--- config.mk ---
export PLATFORM = sky130hd
export DESIGN_NAME = ball_datapath
export DESIGN_NICKNAME = d
export VERILOG_FILES = /design/src/rtl/ball_datapath_pkg.sv /design/src/rtl/ball_datapath_collision.sv /design/src/rtl/ball_datapath.sv
export SDC_FILE = /design/constraint.sdc
export NUM_CORES = 1
export LEC_CHECK = 0
export CAP_MARGIN = 20
export CORE_UTILIZATION = 62
export CTS_BUF_LIST = sky130_fd_sc_hd__clkbuf_4 sky130_fd_sc_hd__clkbuf_8
export CTS_CLUSTER_DIAMETER = 100
export CTS_CLUSTER_SIZE = 16
export DETAILED_ROUTE_END_ITERATION = 10
export HOLD_SLACK_MARGIN = 0.08
export PLACE_DENSITY = 0.84
export SYNTH_ARGS = -nofsm -noshare
export SYNTH_HDL_FRONTEND = slang
export SYNTH_SLANG_ARGS = --single-unit
--- constraint.sdc ---
create_clock -name clk -period 8.5 [get_ports clk]
set_clock_uncertainty 0.15 [all_clocks]
set_input_delay 2.125 -clock clk [delete_from_list [all_inputs] [get_ports clk]]
set_output_delay 2.125 -clock clk [all_outputs]
set_load 0.1 [all_outputs]
--- src/rtl/ball_datapath_pkg.sv ---
// Shared constants, event codes and helper types for the Pong ball datapath.
// The control unit imports the same package, so the codes below are the contract between the two blocks.
package ball_datapath_pkg;

    // Screen, ball and paddle geometry in pixels
    localparam int H_ACTIVE     = 640;
    localparam int V_ACTIVE     = 480;
    localparam int BALL_SIZE    = 8;
    localparam int PADDLE_W     = 8;
    localparam int PADDLE_H     = 64;
    localparam int PADDLE_X_L   = 16;
    localparam int PADDLE_X_R   = 616;
    localparam int STEP         = 2;
    localparam int SERVE_FRAMES = 60;
    localparam int WIN_SCORE    = 9;

    // Derived positions as sized values
    localparam logic [9:0] X_MAX      = 10'(H_ACTIVE - BALL_SIZE);
    localparam logic [9:0] Y_MAX      = 10'(V_ACTIVE - BALL_SIZE);
    localparam logic [9:0] CX         = 10'((H_ACTIVE - BALL_SIZE) / 2);
    localparam logic [9:0] CY         = 10'((V_ACTIVE - BALL_SIZE) / 2);
    localparam logic [9:0] SNAP_L     = 10'(PADDLE_X_L + PADDLE_W);
    localparam logic [9:0] SNAP_R     = 10'(PADDLE_X_R - BALL_SIZE);
    localparam logic [5:0] SERVE_LOAD = 6'(SERVE_FRAMES);
    localparam logic [3:0] WIN        = 4'(WIN_SCORE);
    localparam logic [2:0] STEP_BASE  = 3'(STEP);
    localparam logic [2:0] STEP_MAX   = 3'(2 * STEP);

    // Control words from the control unit
    localparam logic [3:0] CW_PXPY     = 4'b0001;
    localparam logic [3:0] CW_MXMY     = 4'b0010;
    localparam logic [3:0] CW_PXMY     = 4'b0100;
    localparam logic [3:0] CW_MXPY     = 4'b0011;
    localparam logic [3:0] CW_RECENTRE = 4'b0101;

    // Set words returned to the control unit
    localparam logic [3:0] SW_NONE  = 4'b0000;
    localparam logic [3:0] SW_PAD_R = 4'b0001;
    localparam logic [3:0] SW_PAD_L = 4'b0010;
    localparam logic [3:0] SW_TOP   = 4'b0011;
    localparam logic [3:0] SW_BOT   = 4'b0100;
    localparam logic [3:0] SW_GOAL  = 4'b0101;

    // Direction of travel, one flag per signed axis
    typedef struct packed {
        logic px;
        logic mx;
        logic py;
        logic my;
    } dir_t;

    // goal_l: left player scores (ball at right edge); goal_r: right player scores
    typedef struct packed {
        logic goal_l;
        logic goal_r;
        logic pad_l;
        logic pad_r;
        logic top;
        logic bot;
    } hits_t;

    function automatic dir_t decode_dir(input logic [3:0] cw);
        dir_t d;
        d = '0;
        case (cw)
            CW_PXPY: begin d.px = 1'b1; d.py = 1'b1; end
            CW_MXMY: begin d.mx = 1'b1; d.my = 1'b1; end
            CW_PXMY: begin d.px = 1'b1; d.my = 1'b1; end
            CW_MXPY: begin d.mx = 1'b1; d.py = 1'b1; end
            default: ;
        endcase
        return d;
    endfunction

    // One axis step, clamped to [0, lim]
    function automatic logic [9:0] step_axis(input logic [9:0] pos, input logic inc,
                                             input logic dec, input logic [2:0] step,
                                             input logic [9:0] lim);
        logic [10:0] sum;
        logic [9:0]  res;
        sum = {1'b0, pos} + {8'd0, step};
        res = pos;
        if (inc) begin
            res = (sum > {1'b0, lim}) ? lim : sum[9:0];
        end else if (dec) begin
            res = (pos < {7'd0, step}) ? 10'd0 : pos - {7'd0, step};
        end
        return res;
    endfunction

endpackage

--- src/rtl/ball_datapath_collision.sv ---
// ball_collision_check: combinational border/paddle/goal detector for the ball datapath.
// A goal masks every other flag; a paddle hit may coexist with a border flag.
module ball_collision_check
    import ball_datapath_pkg::*;
(
    input  logic [9:0] ball_x_i,
    input  logic [9:0] ball_y_i,
    input  logic [3:0] dir_i,
    input  logic [9:0] paddle_y_left_i,
    input  logic [9:0] paddle_y_right_i,
    output logic [5:0] hits_o
);

    // Paddle span comparisons need an extra bit: paddle_y + PADDLE_H can exceed 1023
    localparam logic [10:0] BS_W      = 11'(BALL_SIZE);
    localparam logic [10:0] PH_W      = 11'(PADDLE_H);
    localparam logic [10:0] PL_FACE_W = 11'(PADDLE_X_L + PADDLE_W);
    localparam logic [10:0] PL_BACK_W = 11'(PADDLE_X_L);
    localparam logic [10:0] PR_FACE_W = 11'(PADDLE_X_R);
    localparam logic [10:0] PR_BACK_W = 11'(PADDLE_X_R + PADDLE_W);

    dir_t        dir;
    hits_t       hits;
    logic [10:0] x_w;
    logic [10:0] y_w;
    logic [10:0] pyl_w;
    logic [10:0] pyr_w;

    assign dir   = dir_t'(dir_i);
    assign x_w   = {1'b0, ball_x_i};
    assign y_w   = {1'b0, ball_y_i};
    assign pyl_w = {1'b0, paddle_y_left_i};
    assign pyr_w = {1'b0, paddle_y_right_i};

    // Evaluate every hit condition for the current position and direction
    always_comb begin
        // NOTE: every output of a combinational block gets a default first, so no path can infer a latch.
        hits        = '0;
        hits.goal_r = dir.mx && (ball_x_i == 10'd0);
        hits.goal_l = dir.px && (ball_x_i == X_MAX);
        if (!(hits.goal_l || hits.goal_r)) begin
            hits.pad_l = dir.mx && (x_w <= PL_FACE_W) && (x_w + BS_W > PL_BACK_W)
                         && (y_w + BS_W > pyl_w) && (y_w < pyl_w + PH_W);
            hits.pad_r = dir.px && (x_w + BS_W >= PR_FACE_W) && (x_w < PR_BACK_W)
                         && (y_w + BS_W > pyr_w) && (y_w < pyr_w + PH_W);
            hits.top   = dir.my && (ball_y_i == 10'd0);
            hits.bot   = dir.py && (ball_y_i == Y_MAX);
        end
    end

    assign hits_o = hits;

endmodule

--- src/rtl/ball_datapath.sv ---
// ball_datapath: moves the Pong ball once per frame, reports border/paddle/goal events as
// one-cycle set-word pulses and keeps the scores.
// Optional feature: define BALL_SPEEDUP_EN to raise the step by one every 4th paddle hit.
module ball_datapath
    import ball_datapath_pkg::*;
(
    input  logic       clk,
    input  logic       reset_n,
    input  logic       frame_tick,
    input  logic [3:0] cw_ballMovement,
    input  logic [9:0] paddle_y_left,
    input  logic [9:0] paddle_y_right,
    output logic [3:0] sw_ballMovement,
    output logic [9:0] ball_x,
    output logic [9:0] ball_y,
    output logic [3:0] score_left,
    output logic [3:0] score_right,
    output logic       game_over
);

    logic [9:0] ball_x_q, ball_x_d;
    logic [9:0] ball_y_q, ball_y_d;
    logic [5:0] serve_cnt_q, serve_cnt_d;
    dir_t       dir_q, dir_d;
    logic       chk_q, chk_d;        // high in the cycle after a move: detection window
    logic [3:0] sw_q, sw_d;
    logic [3:0] pend_q, pend_d;      // border event deferred behind a paddle hit
    logic [3:0] score_l_q, score_l_d;
    logic [3:0] score_r_q, score_r_d;
    logic       game_over_q, game_over_d;
    logic [2:0] step;
    dir_t       cw_dir;
    logic [5:0] hits_raw;
    hits_t      hits;

`ifdef BALL_SPEEDUP_EN
    logic [2:0] step_q, step_d;
    logic [1:0] hit_cnt_q, hit_cnt_d;
    assign step = step_q;
`else
    assign step = STEP_BASE;
`endif

    assign cw_dir = decode_dir(cw_ballMovement);
    assign hits   = hits_t'(hits_raw);

    ball_collision_check u_collision (
        .ball_x_i         (ball_x_q),
        .ball_y_i         (ball_y_q),
        .dir_i            (dir_q),
        .paddle_y_left_i  (paddle_y_left),
        .paddle_y_right_i (paddle_y_right),
        .hits_o           (hits_raw)
    );

    // Next-state: recentre beats everything, then event resolution, then frame moves
    always_comb begin
        ball_x_d    = ball_x_q;
        ball_y_d    = ball_y_q;
        serve_cnt_d = serve_cnt_q;
        dir_d       = dir_q;
        chk_d       = 1'b0;
        sw_d        = pend_q;
        pend_d      = SW_NONE;
        score_l_d   = score_l_q;
        score_r_d   = score_r_q;
        game_over_d = game_over_q;
`ifdef BALL_SPEEDUP_EN
        step_d      = step_q;
        hit_cnt_d   = hit_cnt_q;
`endif
        if (cw_ballMovement == CW_RECENTRE) begin
            ball_x_d    = CX;
            ball_y_d    = CY;
            serve_cnt_d = SERVE_LOAD;
            sw_d        = SW_NONE;
        end else if (chk_q) begin
            if (hits.goal_l || hits.goal_r) begin
                sw_d = SW_GOAL;
                if (hits.goal_l && score_l_q != WIN) score_l_d = score_l_q + 4'd1;
                if (hits.goal_r && score_r_q != WIN) score_r_d = score_r_q + 4'd1;
                if (score_l_d == WIN || score_r_d == WIN) begin
                    game_over_d = 1'b1;
                    ball_x_d    = CX;
                    ball_y_d    = CY;
                end
`ifdef BALL_SPEEDUP_EN
                step_d    = STEP_BASE;
                hit_cnt_d = 2'd0;
`endif
            end else if (hits.pad_l || hits.pad_r) begin
                sw_d     = hits.pad_l ? SW_PAD_L : SW_PAD_R;
                ball_x_d = hits.pad_l ? SNAP_L : SNAP_R;
                pend_d   = hits.top ? SW_TOP : (hits.bot ? SW_BOT : SW_NONE);
`ifdef BALL_SPEEDUP_EN
                hit_cnt_d = hit_cnt_q + 2'd1;
                if (hit_cnt_q == 2'd3 && step_q != STEP_MAX) step_d = step_q + 3'd1;
`endif
            end else if (hits.top) begin
                sw_d = SW_TOP;
            end else if (hits.bot) begin
                sw_d = SW_BOT;
            end else begin
                sw_d = SW_NONE;
            end
        end else if (frame_tick && !game_over_q) begin
            if (serve_cnt_q != 6'd0) begin
                serve_cnt_d = serve_cnt_q - 6'd1;
            end else begin
                ball_x_d = step_axis(ball_x_q, cw_dir.px, cw_dir.mx, step, X_MAX);
                ball_y_d = step_axis(ball_y_q, cw_dir.py, cw_dir.my, step, Y_MAX);
                dir_d    = cw_dir;
                chk_d    = 1'b1;
            end
        end
    end

    // State registers with synchronous active-low reset
    always_ff @(posedge clk) begin
        // NOTE: sequential state uses non-blocking assignments so every register samples pre-edge values.
        if (!reset_n) begin
            ball_x_q    <= CX;
            ball_y_q    <= CY;
            serve_cnt_q <= SERVE_LOAD;
            dir_q       <= '0;
            chk_q       <= 1'b0;
            sw_q        <= SW_NONE;
            pend_q      <= SW_NONE;
            score_l_q   <= 4'd0;
            score_r_q   <= 4'd0;
            game_over_q <= 1'b0;
`ifdef BALL_SPEEDUP_EN
            step_q      <= STEP_BASE;
            hit_cnt_q   <= 2'd0;
`endif
        end else begin
            ball_x_q    <= ball_x_d;
            ball_y_q    <= ball_y_d;
            serve_cnt_q <= serve_cnt_d;
            dir_q       <= dir_d;
            chk_q       <= chk_d;
            sw_q        <= sw_d;
            pend_q      <= pend_d;
            score_l_q   <= score_l_d;
            score_r_q   <= score_r_d;
            game_over_q <= game_over_d;
`ifdef BALL_SPEEDUP_EN
            step_q      <= step_d;
            hit_cnt_q   <= hit_cnt_d;
`endif
        end
    end

    assign sw_ballMovement = sw_q;
    assign ball_x          = ball_x_q;
    assign ball_y          = ball_y_q;
    assign score_left      = score_l_q;
    assign score_right     = score_r_q;
    assign game_over       = game_over_q;

endmodule

**Word-level counts from Yosys, hierarchy flattened**

Index checks and enable logic that the tools add are counted.

- Bits in latches: 0
- Input port bits: 27
- Output and inout bits: 33
- Logic and storage cells: 136
- Bits in read-only memories: 0
- Memories kept: 0
- Bits in writable memories: 0
- Bits in registers: 48

- Bitwise operators: 6
- Eq/ne operators: 16
- Reduce and logical (&&, ||, !) cells: 38
- Div/mod/pow operators: 0
- $add $sub $neg: 11
- Multiply operators: 0
- Magnitude comparators: 12
- Multiplexer cells: 40
- Shift-type cells: 0

Operators by type and width:

| kind | number |
|---|---|
| 2-to-1 mux 10 bit | 20 |
| 2-to-1 mux 4 bit | 10 |
| adder 10 x 2 -> 11 bit, second input constant | 2 |
| adder 10 x 4 -> 11 bit, second input constant | 2 |
| adder 10 x 7 -> 11 bit, second input constant | 2 |
| greater-than comparator 11 x 10 -> 1 bit | 2 |
| less-than comparator 10 x 11 -> 1 bit | 2 |
| zero test 10 bit | 2 |
| less-than comparator 10 x 2 -> 1 bit, second input constant | 2 |
| subtractor 10 x 2 -> 10 bit, second input constant | 2 |
| logical AND 1 bit | 15 |
| 2-to-1 mux 3 bit | 4 |
| >= comparator 11 x 10 -> 1 bit, second input constant | 1 |
| greater-than comparator 11 x 10 -> 1 bit, second input constant | 1 |
| greater-than comparator 11 x 5 -> 1 bit, second input constant | 1 |
| greater-than comparator 11 x 9 -> 1 bit, second input constant | 1 |
| equality test 10 bit, second input constant | 1 |
| equality test 10 x 9 -> 1 bit, second input constant | 1 |
| less-or-equal comparator 10 x 5 -> 1 bit, second input constant | 1 |
| less-than comparator 10 bit, second input constant | 1 |
| AND reduction 5 bit | 2 |
| OR reduction 2 bit | 5 |
| adder 4 x 1 -> 4 bit, second input constant | 2 |
| equality test 4 x 2 -> 1 bit, second input constant | 2 |
| 21 further kinds | 39 |

**Longest topological paths before layout**

- Word-level depth: 12
- Mapped depth: 14
- Depth with buffers taken out: 13

**By module**

A second synthesis with hierarchy kept.

- Cell total of the unflattened synthesis: 610
- Area, all modules: 4584.4 um^2

By module, submodules not included:

| module | cells an instance | seq. area each (um^2) | times used | area each (um^2) |
|---|---|---|---|---|
| ball_datapath | 422 | 860.8 | 1 | 3218.1 |
| ball_collision_check | 188 | 0.0 | 1 | 1366.3 |

**Worst setup path after synthesis**

No wires, ideal clock.

- Path kind: input to register
- Start point: input paddle_y_left[6]
- End point: register ball_x_q[8] (netlist: ball_x[8])
- Arrival: 4064 ps
- Cell stages on the path: 10
- Slack: 4164 ps
- Cell sequence: ha_1 -> xnor2_1 -> ha_1 -> a21o_1 -> a21oi_1 -> o21ai_0 -> a221oi_4 -> o31ai_2 -> buf_6 -> a221o_1

- Word-level cells in the longest chain between the ends: 7

RTL lines:

| element | line | text |
|---|---|---|
| from (decl) | ball_datapath.sv:11 | `input logic [9:0] paddle_y_left,` |
| adder 10 x 7 -> 11 bit or greater-than comparator 11 x 10 -> 1 bit (tied branches) | ball_datapath_collision.sv:43 | `&& (y_w + BS_W > pyl_w) && (y_w < pyl_w + PH_W);` |
| less-than comparator 10 x 11 -> 1 bit or logical AND 1 bit (tied branches) | ball_datapath_collision.sv:43 |  |
| logical AND 1 bit (*) | ball_datapath_collision.sv:43 |  |
| 2-to-1 mux 4 bit (*) | ball_datapath_collision.sv:41 | `if (!(hits.goal_l \|\| hits.goal_r)) begin` |
| logical OR 1 bit (*) | ball_datapath.sv:91 | `end else if (hits.pad_l \|\| hits.pad_r) begin` |
| != test 3 x 1 -> 1 bit (no line) (*) | - |  |
| AND reduction 5 bit (no line) (*) | - |  |
| to (signal assigned) | ball_datapath.sv:137 | `ball_x_q <= ball_x_d;` |
| to (decl) | ball_datapath.sv:21 | `logic [9:0] ball_x_q, ball_x_d;` |

Mark *: on every way between the ends. The rest lies on a longest branch, timed or not.
A chain may end at the register's enable or synchronous reset.

**Final worst setup path**

- Start point: input paddle_y_right[8]
- End point: register ball_x_q[6] (netlist: ball_x[6])

- Word-level cells in the longest chain between the ends: 7

RTL lines:

| element | line | text |
|---|---|---|
| from (decl) | ball_datapath.sv:12 | `input logic [9:0] paddle_y_right,` |
| adder 10 x 7 -> 11 bit or greater-than comparator 11 x 10 -> 1 bit (tied branches) | ball_datapath_collision.sv:45 | `&& (y_w + BS_W > pyr_w) && (y_w < pyr_w + PH_W);` |
| less-than comparator 10 x 11 -> 1 bit or logical AND 1 bit (tied branches) | ball_datapath_collision.sv:45 |  |
| logical AND 1 bit (*) | ball_datapath_collision.sv:45 |  |
| 2-to-1 mux 4 bit (*) | ball_datapath_collision.sv:41 |  |
| logical OR 1 bit (*) | ball_datapath.sv:91 |  |
| != test 3 x 1 -> 1 bit (no line) (*) | - |  |
| AND reduction 5 bit (no line) (*) | - |  |

Marks and branches as above.

==> impl_metrics.ini <==
[status]
status = completed

[critical_path]
arrival_ps = 4980
end_kind = flip-flop
rr_endpoint = ball_x[6]
rr_startpoint = ball_y[4]
r2r_cells = 11
r2r_slack_ps = 4430
cp_max_fo = 11
cp-start-kind = primary input
crit_required_ps = 8520
crit_type = primary input to flip-flop

[clocking]
clkSinkCount = 43
clock_path_buffers = 2
cts-resized-gates = 0
htree_levels = 2
tritoncts = yes
insertion_delay_ps = 300
cts_hold_buf = 0
cts_root_buf = clkbuf_8
cts-buffers-inserted = 5
postCtsSetupRepairBufs = 0
path_clk_slew_ps = 80

[power]
p_per_area_nw_per_um2 = 80.01
p_leak_nw = 2.097
peakVddDrop_v = 0.00008979

[yosys]
yosysTopAreaCell = dfxtp_1
synth_cell_types = 74
synth_common_cells = 52 x ha_1, 52 x nor2_1, 48 x nand2_1
syn_inst = 588
syn_avg_cell_area_um2 = 7.667
async_reset_ff_share_pct = 0
synth_top_area_share_pct = 19.10
yosysSeqAreaShare_pct = 19.10
synth_edf_count = 0
syn_area_um2 = 4508
yosys-top-cells-area = dfxtp_1 19%, ha_1 14%, nor2_1 4.3%, xnor2_1 4.3%, nand2_1 4.0%
synth_flop_cell = dfxtp_1
ys_warn_count = 0
ys_ff_latch = 43

[routing]
vias_per_cell = 6.425
avgRoutedWirePerCell_um = 17.07
routed_wl_um = 12220
drc = 0
first_pass_iters = 6
antenna_left = 0
vias = 4600
drt_iter0_markers = 256

[finish]
multi_input_area_um2 = 3322
layout.nets = 698
layout-drive-gt1-share_pct = 4.677
num_antenna_cells = 0
syn_to_final_growth_pct = 13.43
stdcell_area_um2 = 5114
regArea_um2 = 860.8
fill_cells = 561

[timing]
tns_ps = 0
grt_setup_unrepaired = false
slew_headroom_pct = 34.15
min_period_over_period_pct = 58.29
min_period_ps = 4955
setup_violations = 0
worstMarginPinSlew_ps = 984.6
drv_slew = 0
max_freq_mhz = 201.8
hold_viol = 0

[worst_hold_path]
min_path_type = flip-flop to flip-flop
min_from = game_over
holdPathEnd = game_over
holdPathStages = 1

[die]
rows = 30
die_height_um = 87.27
start_util_pct = 65.27
ios = 60
design.die.area_um2 = 7616
coreArea_um2 = 6907
die_w_um = 87.27

[place]
place_area_um2 = 5025
dp_hpwl_um = 9113
portBuffers = 56
place.gp.congestion = 0.9143

[grt]
first_global_vias = 4217
grt_use_total_pct = 32.38
grt_pass1_wl_um = 19420
grt_overflow = 0
grt_max_degree = 22
antenna_found_initial = 0

[run]
max-cap-violations = 0
## state kept, by name, summed over array words and instances, names as in the netlist
register and flops:
sw_ballMovement 3, serve_cnt_q 6, ball_y 9, dir_q 4
score_right 4, pend_q 2, score_left 4, game_over 1
ball_x 9, chk_q 1
## through the flow
stage          utilization (%)  setup slack (ps)  hold WS (ps)  cells  power, mW
2_1_floorplan                -              4164         289.4    590     0.2545
3_3_place_gp             72.75              3354         329.8    708     0.2758
3_5_place_dp             72.75              3300         336.4    708     0.2781
4_1_cts                  74.04              3604         356.5    716     0.4090
5_1_grt                  74.04              3364         390.8    716     0.4250
6_report                 74.04              3545         349.4    716     0.4091
## cells by family after synthesis
| logic type | synth area share (%) |
|---|---|
| flip-flops | 19.10 |
| multiplexers | 1.554 |
| AND/OR/NAND/NOR | 27.95 |
| buffers and inverters | 7.383 |
| other | 0.08318 |
| XOR/XNOR | 6.994 |
| adder cells (fa/ha/maj) | 14.43 |
| AO/OA/AOI/OAI | 22.51 |
## how the worst max path moves through the flow
stage / from / endpoint / slack [ps] / depth (start not counted)
2_1_floorplan: paddle_y_left[6] / ball_x[8] / 4160 / 10
3_3_place_gp: paddle_y_right[8] / ball_x[9] / 3350 / 10
3_5_place_dp: paddle_y_right[8] / ball_x[9] / 3300 / 10
4_1_cts: paddle_y_right[8] / ball_x[9] / 3600 / 10
5_1_grt: paddle_y_right[8] / ball_x[6] / 3360 / 10
6_report: paddle_y_right[8] / ball_x[6] / 3550 / 10
## metal layers
layer | track usage [%] | routed length [um]
met1 | 40.24 | 5179
met2 | 53.76 | 5680
met3 | 5.308 | 987
met4 | 16.84 | 373
met5 | 0 | 0
## power breakdown
part / leakage, nW / switching [mW] / internal, mW
logic: 1.70 / 0.0389 / 0.0311
registers: 0.348 / 0.00148 / 0.203
clock network: 0.0446 / 0.0739 / 0.0607
## layout by cell type, fill, tap and decap left out, types with 4 or more instances in the layout
cell type,count
a211oi_1,4
or2_2,4
a31oi_1,8
nor2b_1,10
nand4_1,13
o22ai_1,8
nor4_1,6
nor2_1,52
o21ai_0,19
dfxtp_1,43
nand3_1,20
a32oi_1,5
a22oi_1,4
xnor2_1,22
and2_1,8
and4_1,4
o2111ai_1,4
nor3_1,19
o21a_1,6
clkdlybuf4s50_1,56
xor2_1,14
and3_1,8
a21o_1,8
nor3b_1,5
nand2b_1,9
inv_1,37
a211o_1,6
ha_1,52
o31ai_1,7
nand2_1,48
mux2i_1,7
or3_1,7
clkbuf_8,5
a21oi_1,33
## area by class of cell
type,count,area share (%)
timing repair buffer,59,11.40
inverter,37,2.716
tap,96,2.349
sequential,43,16.83
clock inverter,2,0.2447
multi-input combinational,473,64.96
clock buffer,6,1.493
## worst max-delay path: stages
cell and delay, ps:
clkdlybuf4s50_1 540, inv_1 60, ha_1 320, a21o_1 160, a2111oi_0 440, a32oi_1 160, and4_1 280, o31ai_2 610
nor2b_1 220, nor3_1 60
(Power assumes the default switching activity.)
